[config.mk]
export PLATFORM = sky130hd
export DESIGN_NAME = phase_sequencer
export DESIGN_NICKNAME = d
export VERILOG_FILES = /design/src/rtl/simple_pkg.sv /design/src/rtl/phase_ring.sv /design/src/rtl/phase_sequencer.sv
export SDC_FILE = /design/constraint.sdc
export NUM_CORES = 1
export LEC_CHECK = 0
export BUFFER_PORTS_ARGS = -buffer_cell sky130_fd_sc_hd__buf_2
export CAP_MARGIN = 20
export CORE_MARGIN = 5
export CORE_UTILIZATION = 49
export CTS_BUF_LIST = sky130_fd_sc_hd__clkbuf_16
export CTS_CLUSTER_SIZE = 24
export DETAILED_ROUTE_END_ITERATION = 10
export PLACE_DENSITY = 0.77
export RECOVER_POWER = 25
export SETUP_SLACK_MARGIN = 0.5
export SLEW_MARGIN = 40
export SYNTH_ARGS = -nofsm -noshare
export SYNTH_HDL_FRONTEND = slang
export SYNTH_SLANG_ARGS = --single-unit
export TNS_END_PERCENT = 50
[constraint.sdc]
create_clock -name clock -period 2.35 [get_ports clock]
set_input_delay 0.3525 -clock clock [delete_from_list [all_inputs] [get_ports clock]]
set_output_delay 0.3525 -clock clock [all_outputs]
set_load 0.01 [all_outputs]
[src/rtl/simple_pkg.sv]
// ============================================================================
// simple_pkg : shared phase, opcode-class and HLT constants for the SIMPLE core
// Rev 1.0
// ============================================================================
`default_nettype none

package simple_pkg;

    localparam logic [4:0] PHASE_NONE = 5'b00000;
    localparam logic [4:0] PHASE1     = 5'b00001;
    localparam logic [4:0] PHASE2     = 5'b00010;
    localparam logic [4:0] PHASE3     = 5'b00100;
    localparam logic [4:0] PHASE4     = 5'b01000;
    localparam logic [4:0] PHASE5     = 5'b10000;

    localparam logic [1:0] OP_LOAD    = 2'b00;
    localparam logic [1:0] OP_STORE   = 2'b01;
    localparam logic [1:0] OP_BRANCH  = 2'b10;
    localparam logic [1:0] OP_ALU     = 2'b11;

    localparam int          HLT_FIELD_HI     = 7;
    localparam int          HLT_FIELD_LO     = 4;
    localparam logic [3:0]  HLT_CODE_DEFAULT = 4'b1111;

    // True for a single set bit or all-zero (halted).
    function automatic logic is_onehot0(input logic [4:0] v);
        return (v & (v - 5'd1)) == 5'd0;
    endfunction

endpackage

`default_nettype wire

[src/rtl/phase_ring.sv]
// ============================================================================
// phase_ring : 5-bit one-hot ring counter with hold and clear (clear -> 00000)
// Rev 1.0
// ============================================================================
`default_nettype none

module phase_ring
    import simple_pkg::*;
(
    input  logic       clock_i,
    input  logic       reset_i,
    input  logic       hold_i,
    input  logic       clear_i,
    output logic [4:0] phase_o
);

    logic [4:0] phase_q;
    logic [4:0] phase_d;

    // An all-zero ring restarts at PHASE1 once released; corrupt codes recover at once.
    always_comb begin
        phase_d = phase_q;
        if (clear_i) begin
            phase_d = PHASE_NONE;
        end else if (!is_onehot0(phase_q)) begin
            phase_d = PHASE1;
        end else if (!hold_i) begin
            phase_d = (phase_q == PHASE_NONE) ? PHASE1 : {phase_q[3:0], phase_q[4]};
        end
    end

    always_ff @(posedge clock_i or posedge reset_i) begin
        if (reset_i) begin
            phase_q <= PHASE1;
        end else begin
            phase_q <= phase_d;
        end
    end

    assign phase_o = phase_q;

endmodule

`default_nettype wire

[src/rtl/phase_sequencer.sv]
// ============================================================================
// phase_sequencer : 5-phase instruction-cycle controller (PC, IR, branch, HLT)
// Optional macro SINGLE_STEP_EN adds stepEnable gating of phase5 -> phase1.
// Rev 1.0
// ============================================================================
`default_nettype none

module phase_sequencer
    import simple_pkg::*;
#(
    parameter logic [15:0] RESET_PC = 16'h0000,
    parameter logic [3:0]  HLT_CODE = HLT_CODE_DEFAULT
) (
    input  logic        clock,
    input  logic        reset,
    input  logic [15:0] memoryData,
    input  logic        branchTaken,
    input  logic [15:0] branchTarget,
    input  logic        restart,
`ifdef SINGLE_STEP_EN
    input  logic        stepEnable,
`endif
    output logic [4:0]  phase,
    output logic [15:0] IRData,
    output logic [15:0] PC,
    output logic        halted
);

    logic        rst_hold_q;
    logic [15:0] pc_q, pc_d;
    logic [15:0] ir_q, ir_d;
    logic        halted_q, halted_d;

    logic [4:0]  w_phase;
    logic        w_is_hlt;
    logic        w_step_ok;
    logic        w_ring_hold;
    logic        w_ring_clear;

    assign w_is_hlt = (ir_q[15:14] == OP_ALU) &&
                      (ir_q[HLT_FIELD_HI:HLT_FIELD_LO] == HLT_CODE);

`ifdef SINGLE_STEP_EN
    assign w_step_ok = stepEnable;
`else
    assign w_step_ok = 1'b1;
`endif

    phase_ring u_ring (
        .clock_i (clock),
        .reset_i (reset),
        .hold_i  (w_ring_hold),
        .clear_i (w_ring_clear),
        .phase_o (w_phase)
    );

    always_comb begin
        pc_d         = pc_q;
        ir_d         = ir_q;
        halted_d     = halted_q;
        w_ring_hold  = 1'b0;
        w_ring_clear = 1'b0;
        if (rst_hold_q) begin
            // Freeze through the edge that releases the reset synchroniser.
            w_ring_hold = 1'b1;
        end else if (halted_q) begin
            w_ring_hold = !restart;
            halted_d    = !restart;
        end else begin
            case (w_phase)
                PHASE1: pc_d = pc_q + 16'd1;
                PHASE2: ir_d = memoryData;
                PHASE5: begin
                    if (w_is_hlt) begin
                        w_ring_clear = 1'b1;
                        halted_d     = 1'b1;
                    end else if (w_step_ok) begin
                        if (branchTaken) begin
                            pc_d = branchTarget;
                        end
                    end else begin
                        w_ring_hold = 1'b1;
                    end
                end
                default: ;
            endcase
        end
    end

    always_ff @(posedge clock or posedge reset) begin
        if (reset) begin
            rst_hold_q <= 1'b1;
            pc_q       <= RESET_PC;
            ir_q       <= 16'h0000;
            halted_q   <= 1'b0;
        end else begin
            rst_hold_q <= 1'b0;
            pc_q       <= pc_d;
            ir_q       <= ir_d;
            halted_q   <= halted_d;
        end
    end

    assign phase  = w_phase;
    assign PC     = pc_q;
    assign IRData = ir_q;
    assign halted = halted_q;

endmodule

`default_nettype wire

==> impl_metrics.toml, run 1 <==
[drt]
drt_iter0_markers = 88
firstDrtPassIters = 4
vias = 1847
wl_um = 5030
drcViolationCount = 0
viasPerCell = 5.58
postRouteAntennaNets = 0
wl_per_cell_um = 15.2

[timing]
final-hold-violation-count = 0
finalSetupViolCount = 0
period_needed_ns = 1.77
slew_headroom_pct = 36.9
tns_ns = 0
rsz0062_at_grt = "yes"
fmax_mhz = 565
worst_pin_slew_ns = 0.946
timing.final.ws_setup_ns = 0.581
slew_violations = 0
post-route-period-util_pct = 75.3
fin_worst_skew_ns = 0.00638

[setup_path]
path_max_fanout = 13
worstSetupStartpoint = "u_ring.phase_o[0]"
cp.required_ns = 2.51
critPathLaunchType = "flop"
path_class = "reg -> reg"
r2r_slack_ns = 0.58
critPathArrivalTime_ns = 1.93
worstReg2RegStart = "u_ring.phase_o[0]"
setup.worst_path.end_class = "flop"

[clock_network]
cts_buffers = 5
cts_root_buf = "clkbuf_16"
clock_latency_ns = 0.28
cts_max_path_buffers = 2
cts.sinks = 39
cts_tree = "yes"
clkTransAtPathRegs_ns = 0.06
htreeDepth = 2

[grt]
antenna_found_initial = 0
track_usage_pct = 19.3
grt_max_degree = 40
grt_overflow = 0
grt_pass1_vias = 1736
grt_pass1_wl_um = 8160

[final_layout]
diodes = 0
nets = 317
multi_input_area_um2 = 961
drive_gt1_share_pct = 42.7
seq_area_um2 = 983
area_growth_pct = 31.9
fill_cells = 327
final_cell_area_um2 = 2640

[placed_design]
place_ws_ns = 0.549
dp_hpwl_um = 3500
place.port_buffers = 73
place.gp.congestion = 0.841
dpl-instance-area_um2 = 2410

[synthesis]
ys_ff_latch = 39
synth_largest_area_cell = "dfrtp_1"
synthesis.area_um2 = 2000
syn-num-nets = 235
synth_top_area_share_pct = 46.3
synthCells = 198
yosysSeqAreaShare_pct = 48.9
syn_area_per_cell_um2 = 10.1
yosysWarnings = 0
synth_area_leaders = "dfrtp_1 46%, mux2_2 9.0%, a21oi_1 6.0%"
ys_types = 41

[floorplanning]
rows = 23
start_util_pct = 50.4
core_area_um2 = 3970
io_pins = 74
die_area_um2 = 5460
die_w_um = 73.9
die_h_um = 73.9

[power]
vdd_ir_drop_max_v = 0.000689
power_leakage_nw = 1.26
powerDensity_nw_per_um2 = 1080

[status]
outcome = "finished clean"

[run]
cap_violations = 0

[worst_hold_path]
min_from = "restart"
hp-class = "in -> reg"
state kept, by name, summed over array words and instances, names as in the netlist:
signal          count
IRData             16
PC                 16
halted              1
rst_hold_q          1
u_ring.phase_o      5
power breakdown:
part	leakage (nW)	internal (mW)	switching (mW)
combinational	0.704	0.492	0.499
clock	0.0812	0.495	0.258
sequential	0.479	0.899	0.217
total	1.26	1.89	0.974
worst max-delay path, stage by stage, from the launching register on:
cell	delay [ns]
dfstp_2	0.64
and3b_1	0.34
or3b_2	0.50
o21ai_0	0.08
a21oi_1	0.09
cell families after synthesis:
kind of cell	after synthesis	share of synthesized area, %
multiplexers	17	9.51
flip-flops	39	48.9
buffers and inverters	14	3.31
adder cells (fa/ha/maj)	2	1.13
other	1	0.187
AO/OA/AOI/OAI	61	19.4
AND/OR/NAND/NOR	64	17.6
synth_stat cells:
library cell	count
and4_1	2
or3b_2	1
clkbuf_1	3
and3_1	1
a2111oi_0	2
inv_1	5
buf_6	1
or3_1	1
ha_1	1
conb_1	1
a2111o_1	1
dfrtp_1	37
nand4_1	4
a22oi_1	2
nor3_1	3
nor3_4	1
and4b_1	1
a2bb2oi_1	4
buf_2	5
nor2b_1	2
nor3b_1	1
a32oi_1	1
mux2_2	16
o21ai_0	12
o22ai_1	7
a21o_1	2
mux2i_1	1
maj3_1	1
a21oi_1	24
nand3_2	1
nand3b_1	5
dfstp_2	2
nand3_1	10
nor2_1	10
a31oi_1	4
a2111oi_4	1
nand2_1	17
a31o_2	1
nand2b_1	2
nor4_1	1
and3b_1	1
worst paths after layout:
kind / end / cells past startpoint
setup / recovery: PC[4] / 4
hold / removal: halted / 2
setup reg to reg: PC[4] / 4
hold reg to reg: IRData[3] / 1
max in group asynchronous: u_ring.phase_o[1] / 3
min in group asynchronous: IRData[3] / 3
timing repair:
item                                    4_1_cts  5_1_grt
endpoints found under the setup margin        0       32
gates resized for setup                       0        8
hold buffers                                  0        0
buffers inserted                              0        7
metal layers:
| layer | routed length (µm) | up-vias | GRT usage (%) |
|---|---|---|---|
| met4 | 17 | 0 | 4.83 |
| met5 | 0 | - | 0 |
| met1 | 2110 | 872 | 25.9 |
| met3 | 482 | 2 | 7.11 |
| li1 | - | 898 | - |
| met2 | 2420 | 75 | 29.8 |
per-stage QoR:
| stage | hold WS, ns | util, % | power (mW) | std cells |
|---|---|---|---|---|
| 2_1_floorplan | 0.460 | - | 1.66 | 198 |
| 3_3_place_gp | 0.484 | 60.7 | 1.99 | 316 |
| 3_5_place_dp | 0.490 | 60.7 | 2.04 | 316 |
| 4_1_cts | 0.194 | 64.8 | 2.80 | 324 |
| 5_1_grt | 0.305 | 66.4 | 3.05 | 331 |
| 6_report | 0.294 | 66.4 | 2.86 | 331 |
layout by cell type, fill, tap and decap left out, drive strengths merged, types with 2 or more instances in the layout:
cell type and n:
a2bb2oi 4, o22ai 7, a2111oi 3, a31oi 4, a21o 2, nand4 4
o21ai 12, and4 2, nor2 10, dfstp 2, nor3 4, nor2b 2
nand3 11, clkinv 2, nand3b 5, a21oi 24, nand2b 2, dfrtp 37
inv 5, mux2 16, a22oi 2, buf 83, clkbuf 6, nand2 17
cell type report:
cell class | count | area share (%)
timing repair buffer | 84 | 17.0
clock buffer | 5 | 4.74
inverter | 5 | 0.711
sequential | 39 | 37.3
tap | 50 | 2.37
multi-input combinational | 145 | 36.4
clock inverter | 3 | 1.47
No activity file was read; power rests on OpenSTA's default activity.
==> run 2, diff against run 1 <==
- clock period: 2.35 -> 1.84 ns (I/O delays scaled with it)
==> run 2 against run 1 <==
- via count up 12%
- critical endpoint is now PC[12]
- maximum frequency shrank 0.45%
- cell area increased by 14%
- combinational power is 57% higher
- sequential share of layout area down 4.5 points
- non-clock buffer count increased by 26
==> impl_metrics.toml, run 2 (synthesis gave the netlist of run 1 again) <==
[setup_path]
cp_cell_sequence = "nor3_4 > nand2_2 > a2111o_1 > a21oi_1 > a2bb2oi_1"
cpLargestDelayFamily = "compound AO/OA/AOI/OAI gates"
path_max_fanout = 7
cp.required_ns = 2.03
cp_num_buf_inv = 0
path_class = "reg -> reg"
critPathLaunchType = "flop"
critPathArrivalTime_ns = 1.97
setup.worst_path.end_class = "flop"
slowest_stage = "dfrtp_2"
cpPeakStageDelay_ns = 0.43

[power]
power_leakage_nw = 1.45
seq_power_share_pct = 34.6
switchingPower_mw = 1.36
powerDensity_nw_per_um2 = 1350
p_int_mw = 2.71
combPwrFrac_pct = 38.1
switching_share_pct = 33.3
p_clk_share_pct = 27.3
power_mw = 4.07
vdd_ir_drop_max_v = 0.000918

[final_layout]
final_common_cell = "buf_2"
diodes = 0
drive_gt1_share_pct = 51.6
area_growth_pct = 50.3
nets = 344
final_cells = 358
layout_common_cells = "73 x buf_2, 32 x dfrtp_1, 25 x buf_4, 18 x a21oi_1, 16 x nand2_1"

[drt]
postRouteAntennaNets = 0
wl_um = 6120
firstDrtPassIters = 5
drt_iter0_markers = 117
drcViolationCount = 0
wl_per_cell_um = 17.1
vias = 2071
viasPerCell = 5.78

[floorplanning]
rows = 23
core_area_um2 = 3970
io_pins = 74
die_w_um = 73.9
die_h_um = 73.9
start_util_pct = 50.4
die_area_um2 = 5460

[status]
outcome = "finished clean"

[clock_network]
cts.sinks = 39
cts_tree = "yes"
clkTransAtPathRegs_ns = 0.06
cts_buffers = 5
cts_root_buf = "clkbuf_16"
clock_latency_ns = 0.28
htreeDepth = 2
hold_buffers = 0
cts_max_path_buffers = 2

[run]
cap_violations = 0

[timing]
worst_pin_slew_ns = 0.954
post-route-period-util_pct = 96.6
period_needed_ns = 1.78
whs_ns = 0.214
final-hold-violation-count = 0
slew_violations = 0
finalSetupViolCount = 0
rsz0062_at_grt = "yes"
timing.final.ws_setup_ns = 0.0629
fin_worst_skew_ns = 0.00416
fmax_mhz = 563
slew_headroom_pct = 36.4

[placed_design]
place.port_buffers = 73
place.gp.congestion = 0.857
place_ws_ns = 0.177
dp_hpwl_um = 3720
dp.cells = 328

[grt]
track_usage_pct = 20.5
grt_pass1_wl_um = 8650
grt_pass1_vias = 1936
grt_overflow = 0
antenna_found_initial = 0
grt_max_degree = 40

[worst_hold_path]
hp-class = "in -> reg"
[run 2: routing by layer]
metal	global-route usage, %	routed length [µm]
met1	24.3	2370
met2	35.2	2990
met3	5.88	630
met4	7.24	121
met5	0	0
[run 2: timing repair]
action                     in CTS  in global routing
cloned                          1                  2
setup buffers                   4                 15
gates resized for setup        15                 16
setup endpoints to repair      36                 38
pin swaps                       2                  3
[run 2: worst paths after layout]
check                      depth (start not counted)  slack [ns]               from                end
hold / removal                                     2        0.21            restart             halted
max in group asynchronous                          3        0.90              reset  u_ring.phase_o[4]
hold reg to reg                                    1        0.50         IRData[11]         IRData[11]
setup / recovery                                   5        0.06  u_ring.phase_o[3]             PC[12]
setup reg to reg                                   5        0.06  u_ring.phase_o[3]             PC[12]
min in group asynchronous                          3        0.28              reset          IRData[0]
[run 2: metrics by stage]
stage | setup TNS, ns | area [µm²] | utilization [%]
6_report | 0 | 3010 | 75.7
5_1_grt | -0.0225 | 3010 | 75.7
4_1_cts | 0 | 2840 | 71.6
3_5_place_dp | 0 | 2530 | 63.8
3_3_place_gp | 0 | 2530 | 63.8
2_1_floorplan | 0 | 2050 | -
[run 2: final cells by class]
type | instances | area (µm²)
timing repair buffer | 110 | 707
sequential | 39 | 985
clock buffer | 5 | 125
clock inverter | 3 | 67.6
multi-input combinational | 146 | 1040
inverter | 5 | 18.8
tap | 50 | 62.6
fill | 265 | 963
[run 2: power by group through the flow]
stage	Combinational (mW)	Sequential, mW	Clock [mW]
global route	1.70	1.45	1.16
global placement	1.26	1.37	0
detailed placement	1.29	1.40	0
finish	1.55	1.41	1.11
CTS	1.39	1.39	1.13
floorplan	0.684	1.51	0
==> run 3, diff against run 2 <==
- CORE_ASPECT_RATIO: not set -> 2
- GPL_TIMING_DRIVEN: not set -> 0
==> run 3 against run 2 <==
- via count grew 4.0%
- global-route usage grew 2.4 points
- sequential share of layout area shrank 1.6 points
- sequential cell count is the same
- worst hold slack lost 0.0087 ns
- final cell count grew 1.1%
==> impl_metrics.toml, run 3 (synthesis gave the netlist of run 1 again) <==
[drt]
postRouteAntennaNets = 0
highest_layer = "met4"
wl_um = 6830
firstDrtPassIters = 4
wl_met1_um = 2250
wl_met3_um = 500
viasPerCell = 5.95
drcViolationCount = 0
wl_per_cell_um = 18.9
dr_wl_met2_um = 3750
drt_iter0_markers = 72
vias = 2153

[timing]
slew_headroom_pct = 2.21
finalSetupViolCount = 0
post-route-period-util_pct = 92.2
timing.final.ws_setup_ns = 0.143
final-hold-violation-count = 0
period_needed_ns = 1.70
rsz0062_at_grt = "yes"
worst_pin_slew_ns = 1.47
tns_ns = 0
slew_violations = 0
fmax_mhz = 589
fin_worst_skew_ns = 0.00588

[clock_network]
htreeDepth = 2
cts_root_buf = "clkbuf_16"
clock_latency_ns = 0.28
cts.sinks = 39
clkTransAtPathRegs_ns = 0.06
cts_tree = "yes"
cts_buffers = 5
cts_max_path_buffers = 2

[setup_path]
cp.required_ns = 2.00
cp_cell_sequence = "nand3_2 > nor3_4 > nand4_1 > o22ai_1 > a2bb2oi_2"
worstSetupStartpoint = "PC[5]"
cpPeakStageDelay_ns = 0.48
critPathArrivalTime_ns = 1.86
cpLargestDelayFamily = "simple AND/OR/NAND/NOR gates"
rr_worst_depth = 5
r2r_slack_ns = 0.14
path_max_fanout = 5
path_class = "reg -> reg"
r2r-end = "PC[15]"
worstReg2RegStart = "PC[5]"
setup.worst_path.end_class = "flop"
cp_num_buf_inv = 0
slowest_stage = "dfrtp_1"
critPathLaunchType = "flop"

[placed_design]
dpl-instance-area_um2 = 2490
dp_hpwl_um = 3970
dp.cells = 323
place.gp.congestion = 0.738
place_ws_ns = -0.0668
place.port_buffers = 73

[grt]
track_usage_pct = 22.9
grt_overflow = 0
grt_pass1_vias = 2072
grt_max_degree = 40
grt_pass1_wl_um = 9350
antenna_found_initial = 0

[power]
powerDensity_nw_per_um2 = 1270
vdd_ir_drop_max_v = 0.00116
power_leakage_nw = 1.48

[worst_hold_path]
min_from = "restart"
hp-class = "in -> reg"
hold_path_end = "halted"
whs_path_depth = 2

[final_layout]
final_cell_area_um2 = 3160
fill_cells = 270
final_common_cell = "buf_2"
diodes = 0
layout_common_cells = "74 x buf_2, 31 x dfrtp_1, 22 x buf_4, 16 x a21oi_2"
final_cells = 362
drive_gt1_share_pct = 61.6
nets = 346
multi_input_area_um2 = 1170
seq_area_um2 = 986
area_growth_pct = 58.1

[floorplanning]
die_area_um2 = 5540
core_area_um2 = 4050
io_pins = 74
start_util_pct = 49.4
die_w_um = 55.2
die_h_um = 100
rows = 33

[status]
outcome = "finished clean"

[run]
cap_violations = 0
run 3: changes by cell type in the layout (fill, tap and decap cells not counted), moves of 4 or more:
cell / change
o21ai_0: -5
buf_8: +4
a2bb2oi_1: -4
a21oi_1: -10
a2bb2oi_2: +4
a21oi_2: +11
run 3: stage by stage:
stage | utilization (%) | hold slack, ns | total power, mW
after floorplan | - | 0.384 | 2.20
after global placement | 61.4 | 0.483 | 2.65
after detailed placement | 61.4 | 0.351 | 2.70
after CTS | 71.2 | 0.0527 | 3.76
after global routing | 78.2 | 0.204 | 4.22
final | 78.2 | 0.205 | 4.00
run 3: cell type report:
class | count | share of cell area [%]
repair buffers | 104 | 20.8
plain buffers | 9 | 3.96
inverters | 5 | 0.593
clock inverters | 3 | 0.633
multi-input cells | 145 | 36.9
flip-flops and latches | 39 | 31.2
well taps | 52 | 2.06
clock buffers | 5 | 3.96
run 3: where the power goes:
group	leakage [nW]	switching, mW	total (mW)	internal, mW
clock network	0.0658	0.337	0.836	0.499
registers	0.477	0.272	1.42	1.15
logic	0.933	0.858	1.74	0.885
total	1.48	1.47	4.00	2.54
run 3: timing repair:
| item | in CTS | in global routing |
|---|---|---|
| pin swaps | 7 | 12 |
| hold buffers | 0 | 0 |
| endpoints found under the hold margin | 0 | 0 |
| setup buffers | 17 | 9 |
| gates cloned | 2 | 3 |
| endpoints found under the setup margin | 35 | 38 |
| gates resized for setup | 31 | 52 |
run 3: metal layers:
metal / GRT usage (%) / up-vias
met2: 40.1 / 126
met1: 24.5 / 1037
li1: - / 960
met4: 12.4 / 0
met5: 0 / -
met3: 3.86 / 30
run 3: worst max-delay path by stage:
stage	cells past startpoint	end	slack, ns
after detailed placement	5	PC[15]	-0.07
final	5	PC[15]	0.14
after global placement	5	PC[15]	-0.04
after global routing	5	PC[15]	0.06
after CTS	7	PC[1]	0.21
after floorplan	6	PC[1]	0.27
